$ cat src/rtl/uart2wifi_core_pkg.sv
// -----------------------------------------------------------------------------
// uart2wifi_core_pkg
// Shared types and defaults for the uart2wifi core transmit path.
//   tx_state_e  : transmit sequencer states
//   par_mode_e  : parity sense selected by cfg_parity_odd
//   DATA_W_DEF  : default data bits per frame
//   CNT_W_DEF   : default width of the transmitted-frame counter
// -----------------------------------------------------------------------------
package uart2wifi_core_pkg;

    localparam int DATA_W_DEF = 8;
    localparam int CNT_W_DEF  = 16;

    typedef enum logic {
        PAR_EVEN = 1'b0,
        PAR_ODD  = 1'b1
    } par_mode_e;

    typedef enum logic [2:0] {
        TX_IDLE   = 3'd0,
        TX_POP    = 3'd1,
        TX_LOAD   = 3'd2,
        TX_START  = 3'd3,
        TX_DATA   = 3'd4,
        TX_PARITY = 3'd5,
        TX_STOP   = 3'd6
    } tx_state_e;

endpackage

$ cat src/rtl/uart2wifi_core_tx_shift.sv
// -----------------------------------------------------------------------------
// uart2wifi_core_tx_shift
// Data path of the UART transmitter: LSB-first shift register, bit index and
// even-parity accumulator of the loaded byte.
// Ports:
//   clk, rst     : clock, asynchronous active-low reset
//   i_load       : load i_data, clear bit index, latch parity of i_data
//   i_data       : byte to serialise
//   i_shift      : shift right one place, advance bit index
//   o_bit0       : current LSB (first data bit after load)
//   o_bit1       : bit that becomes the LSB after the next shift
//   o_last       : bit index points at the final data bit
//   o_par_even   : XOR of all loaded data bits
// -----------------------------------------------------------------------------
module uart2wifi_core_tx_shift #(
    parameter int DATA_W = 8
) (
    input  logic              clk,
    input  logic              rst,
    input  logic              i_load,
    input  logic [DATA_W-1:0] i_data,
    input  logic              i_shift,
    output logic              o_bit0,
    output logic              o_bit1,
    output logic              o_last,
    output logic              o_par_even
);

    localparam int IDX_W = (DATA_W > 1) ? $clog2(DATA_W) : 1;

    logic [DATA_W-1:0] r_shift;
    logic [IDX_W-1:0]  r_bit_idx;
    logic              r_par_even;

    always_ff @(posedge clk or negedge rst) begin
        if (!rst) begin
            r_shift    <= '0;
            r_bit_idx  <= '0;
            r_par_even <= 1'b0;
        end else if (i_load) begin
            r_shift    <= i_data;
            r_bit_idx  <= '0;
            r_par_even <= ^i_data;
        end else if (i_shift) begin
            r_shift    <= {1'b0, r_shift[DATA_W-1:1]};
            r_bit_idx  <= r_bit_idx + IDX_W'(1);
        end
    end

    assign o_bit0     = r_shift[0];
    assign o_bit1     = r_shift[1];
    assign o_last     = (r_bit_idx == IDX_W'(DATA_W - 1));
    assign o_par_even = r_par_even;

endmodule

$ cat src/rtl/uart2wifi_core_tx_ctrl.sv
// -----------------------------------------------------------------------------
// uart2wifi_core_tx_ctrl
// UART transmit sequencer. Pops one byte from the TX FIFO when enabled and
// idle, then frames it on tx: start bit, LSB-first data, optional parity,
// one or two stop bits. Every bit boundary falls on a baud_tick.
// Ports:
//   clk, rst        : clock, asynchronous active-low reset
//   cfg_en          : transmitter enable
//   cfg_parity_en   : append parity bit
//   cfg_parity_odd  : 1 = odd parity, 0 = even
//   cfg_two_stop    : 1 = two stop bits, 0 = one
//   baud_tick       : one-clock pulse per bit period
//   fifo_empty      : TX FIFO empty
//   fifo_rd         : one-clock pop strobe to the FIFO
//   fifo_rdata      : FIFO data, valid the cycle after fifo_rd
//   tx              : serial line, idle high
//   busy            : frame in progress (pop through last stop bit)
//   frame_done      : one-clock pulse at the end of the last stop bit
//   byte_cnt        : frames completed since reset (wraps)
//   dbg_state       : current sequencer state
//
// FIFO handshake: fifo_rd is a registered strobe raised only from IDLE when
// cfg_en && !fifo_empty, for exactly one cycle (the POP cycle). The FIFO
// presents the popped word on fifo_rdata during the following cycle, so the
// shift register loads on the first LOAD cycle. One pop per frame.
// -----------------------------------------------------------------------------
module uart2wifi_core_tx_ctrl
    import uart2wifi_core_pkg::*;
#(
    parameter int DATA_W = DATA_W_DEF,
    parameter int CNT_W  = CNT_W_DEF
) (
    input  logic              clk,
    input  logic              rst,
    input  logic              cfg_en,
    input  logic              cfg_parity_en,
    input  logic              cfg_parity_odd,
    input  logic              cfg_two_stop,
    input  logic              baud_tick,
    input  logic              fifo_empty,
    output logic              fifo_rd,
    input  logic [DATA_W-1:0] fifo_rdata,
    output logic              tx,
    output logic              busy,
    output logic              frame_done,
    output logic [CNT_W-1:0]  byte_cnt,
    output tx_state_e         dbg_state
);

    tx_state_e        r_state;
    logic             r_tx;
    logic             r_fifo_rd;
    logic             r_busy;
    logic             r_frame_done;
    logic [CNT_W-1:0] r_byte_cnt;
    logic             r_snap_par_en;
    logic             r_snap_odd;
    logic             r_snap_two;
    logic             r_stop_second;
    logic             r_cap;

    tx_state_e        w_state_nx;
    logic             w_tx_nx;
    logic             w_fifo_rd_nx;
    logic             w_frame_done_nx;
    logic [CNT_W-1:0] w_cnt_nx;
    logic             w_stop_second_nx;
    logic             w_shift;
    logic             w_snap;
    logic             w_bit0;
    logic             w_bit1;
    logic             w_last;
    logic             w_par_even;
    logic             w_par;

    uart2wifi_core_tx_shift #(
        .DATA_W (DATA_W)
    ) u_shift (
        .clk        (clk),
        .rst        (rst),
        .i_load     (r_cap),
        .i_data     (fifo_rdata),
        .i_shift    (w_shift),
        .o_bit0     (w_bit0),
        .o_bit1     (w_bit1),
        .o_last     (w_last),
        .o_par_even (w_par_even)
    );

    // Parity sense comes from the snapshot, so a mid-frame cfg change is ignored.
    assign w_par = (par_mode_e'(r_snap_odd) == PAR_ODD) ? ~w_par_even : w_par_even;

    always_comb begin
        w_state_nx       = r_state;
        w_tx_nx          = r_tx;
        w_fifo_rd_nx     = 1'b0;
        w_frame_done_nx  = 1'b0;
        w_cnt_nx         = r_byte_cnt;
        w_stop_second_nx = r_stop_second;
        w_shift          = 1'b0;
        w_snap           = 1'b0;
        case (r_state)
            TX_IDLE: begin
                w_tx_nx = 1'b1;
                if (cfg_en && !fifo_empty) begin
                    w_fifo_rd_nx = 1'b1;
                    w_state_nx   = TX_POP;
                end
            end
            TX_POP: begin
                w_snap     = 1'b1;
                w_state_nx = TX_LOAD;
            end
            TX_LOAD: begin
                // Wait for a tick so the start bit is a full bit period.
                w_tx_nx = 1'b1;
                if (baud_tick) begin
                    w_tx_nx    = 1'b0;
                    w_state_nx = TX_START;
                end
            end
            TX_START: begin
                if (baud_tick) begin
                    w_tx_nx    = w_bit0;
                    w_state_nx = TX_DATA;
                end
            end
            TX_DATA: begin
                if (baud_tick) begin
                    if (!w_last) begin
                        w_shift = 1'b1;
                        w_tx_nx = w_bit1;
                    end else if (r_snap_par_en) begin
                        w_tx_nx    = w_par;
                        w_state_nx = TX_PARITY;
                    end else begin
                        w_tx_nx          = 1'b1;
                        w_stop_second_nx = 1'b0;
                        w_state_nx       = TX_STOP;
                    end
                end
            end
            TX_PARITY: begin
                if (baud_tick) begin
                    w_tx_nx          = 1'b1;
                    w_stop_second_nx = 1'b0;
                    w_state_nx       = TX_STOP;
                end
            end
            TX_STOP: begin
                if (baud_tick) begin
                    if (r_snap_two && !r_stop_second) begin
                        w_stop_second_nx = 1'b1;
                    end else begin
                        w_frame_done_nx = 1'b1;
                        w_cnt_nx        = r_byte_cnt + CNT_W'(1);
                        w_state_nx      = TX_IDLE;
                    end
                end
            end
            default: begin
                w_tx_nx    = 1'b1;
                w_state_nx = TX_IDLE;
            end
        endcase
    end

    always_ff @(posedge clk or negedge rst) begin
        if (!rst) begin
            r_state       <= TX_IDLE;
            r_tx          <= 1'b1;
            r_fifo_rd     <= 1'b0;
            r_busy        <= 1'b0;
            r_frame_done  <= 1'b0;
            r_byte_cnt    <= '0;
            r_snap_par_en <= 1'b0;
            r_snap_odd    <= 1'b0;
            r_snap_two    <= 1'b0;
            r_stop_second <= 1'b0;
            r_cap         <= 1'b0;
        end else begin
            r_state       <= w_state_nx;
            r_tx          <= w_tx_nx;
            r_fifo_rd     <= w_fifo_rd_nx;
            r_busy        <= (w_state_nx != TX_IDLE);
            r_frame_done  <= w_frame_done_nx;
            r_byte_cnt    <= w_cnt_nx;
            r_stop_second <= w_stop_second_nx;
            // High exactly on the first LOAD cycle, when fifo_rdata is valid.
            r_cap         <= (r_state == TX_POP);
            if (w_snap) begin
                r_snap_par_en <= cfg_parity_en;
                r_snap_odd    <= cfg_parity_odd;
                r_snap_two    <= cfg_two_stop;
            end
        end
    end

    assign fifo_rd    = r_fifo_rd;
    assign tx         = r_tx;
    assign busy       = r_busy;
    assign frame_done = r_frame_done;
    assign byte_cnt   = r_byte_cnt;
    assign dbg_state  = r_state;

endmodule

$ cat config.mk
export PLATFORM = sky130hd
export DESIGN_NAME = uart2wifi_core_tx_ctrl
export DESIGN_NICKNAME = d
export VERILOG_FILES = /design/src/rtl/uart2wifi_core_pkg.sv /design/src/rtl/uart2wifi_core_tx_shift.sv /design/src/rtl/uart2wifi_core_tx_ctrl.sv
export SDC_FILE = /design/constraint.sdc
export NUM_CORES = 1
export LEC_CHECK = 0
export ABC_AREA = 1
export CAP_MARGIN = 20
export CORE_ASPECT_RATIO = 0.8
export CORE_MARGIN = 2
export CORE_UTILIZATION = 53
export DETAILED_ROUTE_END_ITERATION = 8
export PLACE_DENSITY = 0.87
export SYNTH_ARGS = -nofsm -noshare
export SYNTH_HDL_FRONTEND = slang
export SYNTH_SLANG_ARGS = --single-unit
$ cat constraint.sdc
create_clock -name clk -period 1.6 [get_ports clk]
set_input_delay 0.32 -clock clk [delete_from_list [all_inputs] [get_ports clk]]
set_output_delay 0.32 -clock clk [all_outputs]
set_load 0.05 [all_outputs]
==> results by group <==
Run status
  – Status: complete, no violations

Die
  – Die Y: 62.1 microns
  – Cell Rows: 21
  – Full die area: 4750 sq um
  – Starting density of the core: 54.1%
  – I/O Pins: 39
  – Core area: 4130 sq um
  – Die Wd: ~77 microns

Power and ir drop
  – Post-layout total power: approximately 4.6 mW
  – Pwr dens: 1510 nW/um^2
  – Peak VDD IR: 1010 uV
  – Pleak: 1.62 nW

STA
  – RSZ-0062 raised after global routing: no
  – Worst slew pin tran: 0.503 ns
  – Final min period: 1.49 ns
  – Worst slew margin: 66.5%
  – Fin worst setup slack: 0.114 ns
  – Max-slew violations: 0
  – Finish-stage setup viols: 0
  – Hold slack final: 0.0792 ns
  – Fmax: 673 MHz
  – Final hold vios: 0
  – Clock skew: 0.00636 ns
  – Final period util: between 90% and 100%

Detailed routing
  – Routed WL per cell: 12.1 microns
  – Antenna viol nets, final: 0
  – Final wirelength: 5.03 mm
  – DRC: 0
  – Drt pass-1 iters: 4
  – 1st-iter DRT viols: 95
  – Vias per inst: about 5
  – Via count: 2092

Critical path
  – CP startpoint kind: register
  – Worst r2r path cells: 7
  – Worst Path Max Fanout: 5
  – Master of the slowest instance on the critical path: dfrtp_2
  – Worst Setup End Kind: register
  – Crit-path most repeated cell: nand3_1
  – Flop-to-flop setup slack: between 0.1 and 0.15 ns
  – CP Data Required Time: 1.79 ns
  – Worst r2r src: byte_cnt[1]$_DFFE_PN0P_
  – CP Cell Sequence: ha_2, nand3_1, nor2_1, buf_4, nand3_1, xor2_1, inv_1
  – Slowest stage delay, CP: ~0.43 ns
  – Setup CP Type: reg2reg
  – Reg2reg end: byte_cnt[10]$_DFFE_PN0P_
  – Worst EP arrival: about 1.7 ns

Place
  – Gp weighted congestion: 0.903
  – Post-DP HPWL: approximately 3.7 mm
  – Setup slack at placement: -0.0616 ns
  – DP Area: 2940 sq um
  – Port Buffer Count: 38

Global route
  – First-pass GRT wire length: 8.22 mm
  – Vias in the first global route: 1933
  – Global route overflow: 0
  – Largest net degree at the start of global routing: 41
  – Initial antenna violation count: 0
  – Gr usage total: 22.4%

CTS
  – TritonCTS clock tree: yes
  – Worst skew pair latency: between 0.2 and 0.3 ns
  – CTS Buf Count: 5
  – CTS root buffer: clkbuf_8
  – Worst-path clk slew: 0.08 ns
  – Clk buf depth: 2
  – Hold-fix buffers, CTS: 0
  – Clock Sinks: 40
  – H-tree depth: 2

Run
  – Max Cap Viol: 0

Yosys
  – Top-count cell post-synth: nand2_1
  – Post-Syn Area per Cell: 7.35 sq um
  – Syn_nets: about 320
  – Ys Warns: 0
  – Synth area leader: dfrtp_1
  – Unique cell type count in the Yosys netlist: 22
  – Synth area leaders: dfrtp_1, nand2_1, inv_1
  – Synth Register Bits: 40
  – Synth async-reset ratio: 100%
  – Main synth FF type: dfrtp_1
  – Synthesized cell area: about 2200 sq um
  – Area share of the largest cell type after synthesis: a little over two fifths
  – Most frequent cells after synthesis: nand2_1, dfrtp_1, inv_1, nor2_1, nand3_1
  – EDFF count, synth: 0
  – Mapped Cells: 304
  – Post-synthesis sequential area ratio: 44.9%

Final layout
  – Utilization after layout: 74.2%
  – Layout area overhead: 37.0%
  – Diodes inserted: 0
  – Nets: 379
  – Fraction of layout cells with a size suffix above 1: between 10% and 20%
  – Fin area: 3060 sq um

Min path
  – Worst hold path class: in2async
-- routing by layer --
metal | GRT usage (%) | wire length (microns) | vias to the layer above
met5 | 0 | 0 | -
met4 | 12.2 | 125 | 0
li1 | - | - | 1050
met3 | 5.64 | 300 | 15
met1 | 27.8 | 2190 | 966
met2 | 37.5 | 2420 | 61
-- flip-flops by register name, indices dropped and copies added, names as in the netlist --
name                cells
byte_cnt               16
dbg_state               3
r_snap_odd              1
fifo_rd                 1
r_snap_par_en           1
r_cap                   1
u_shift.r_bit_idx       3
frame_done              1
tx                      1
u_shift.o_par_even      1
r_stop_second           1
busy                    1
r_snap_two              1
u_shift.r_shift         8
-- worst max-delay path by stage --
stage,startpoint,to,slack (ns)
CTS,u_shift.r_bit_idx[0]$_DFFE_PN0P_,u_shift.r_shift[5]$_DFFE_PN0P_,0.007
finish,byte_cnt[1]$_DFFE_PN0P_,byte_cnt[10]$_DFFE_PN0P_,0.11
detailed placement,baud_tick,byte_cnt[13]$_DFFE_PN0P_,-0.06
floorplan,dbg_state[2]$_DFF_PN0_,busy$_DFF_PN0_,0.0002
global route,byte_cnt[1]$_DFFE_PN0P_,byte_cnt[8]$_DFFE_PN0P_,0.02
global placement,baud_tick,byte_cnt[13]$_DFFE_PN0P_,-0.0009
-- worst max-delay path, delay by kind of cell (launching register included) --
kind / cells / cell delay, ns
buffers and inverters: 2 / 0.21
xor gates and xnor gates: 1 / 0.17
adders and majority gates: 1 / 0.22
DFF: 1 / 0.43
and+or+nand+nor: 3 / 0.36
-- metrics by stage --
step,TNS (ns),std cells
5_1_grt,0,417
4_1_cts,0,415
6_report,0,417
3_3_place_gp,-0.000945,407
3_5_place_dp,-0.132,407
2_1_floorplan,0,304
-- power by group --
group	internal [mW]	switching [mW]	total [mW]
logic	0.951	1.29	2.24
clock network	0.344	0.346	0.690
registers	1.34	0.338	1.68
-- cells in the final DEF (no fill, tap or decap), types with 2 or more instances in the layout --
cell and count:
nand2_1 121, inv_1 37, dfrtp_1 36, nor2_1 31, nand3_1 23, buf_12 20, buf_4 16, clkdlybuf4s50_1 14
o21ai_0 8, nand4_1 6, xor2_1 6, xnor2_1 6, clkbuf_8 6, nand3b_1 3, a21oi_1 3, dfrtp_2 3
inv_2 2, nand2_4 2, nor2_4 2, ha_2 2, ha_1 2, clkinv_2 2
-- timing repair --
action	CTS	global route
endpoints found under the setup margin	0	14
gates resized for setup	0	5
setup buffers	0	2
-- cell families after synthesis --
family / synth area share [%]
xor+xnor: 4.71
compound gates: 2.80
simple gates: 37.9
buf+inv: 7.51
flops: 44.9
fa+ha+maj: 2.24
-- final cells by class --
cell class	instances	area, sq um
multi-input cells	222	1080
repair buffers	51	666
inverters	39	146
well taps	57	71.3
clock inverters	2	10.0
fillers	298	1060
clock buffers	6	82.6
flip-flops and latches	40	1010
(Power assumes the default switching activity.)
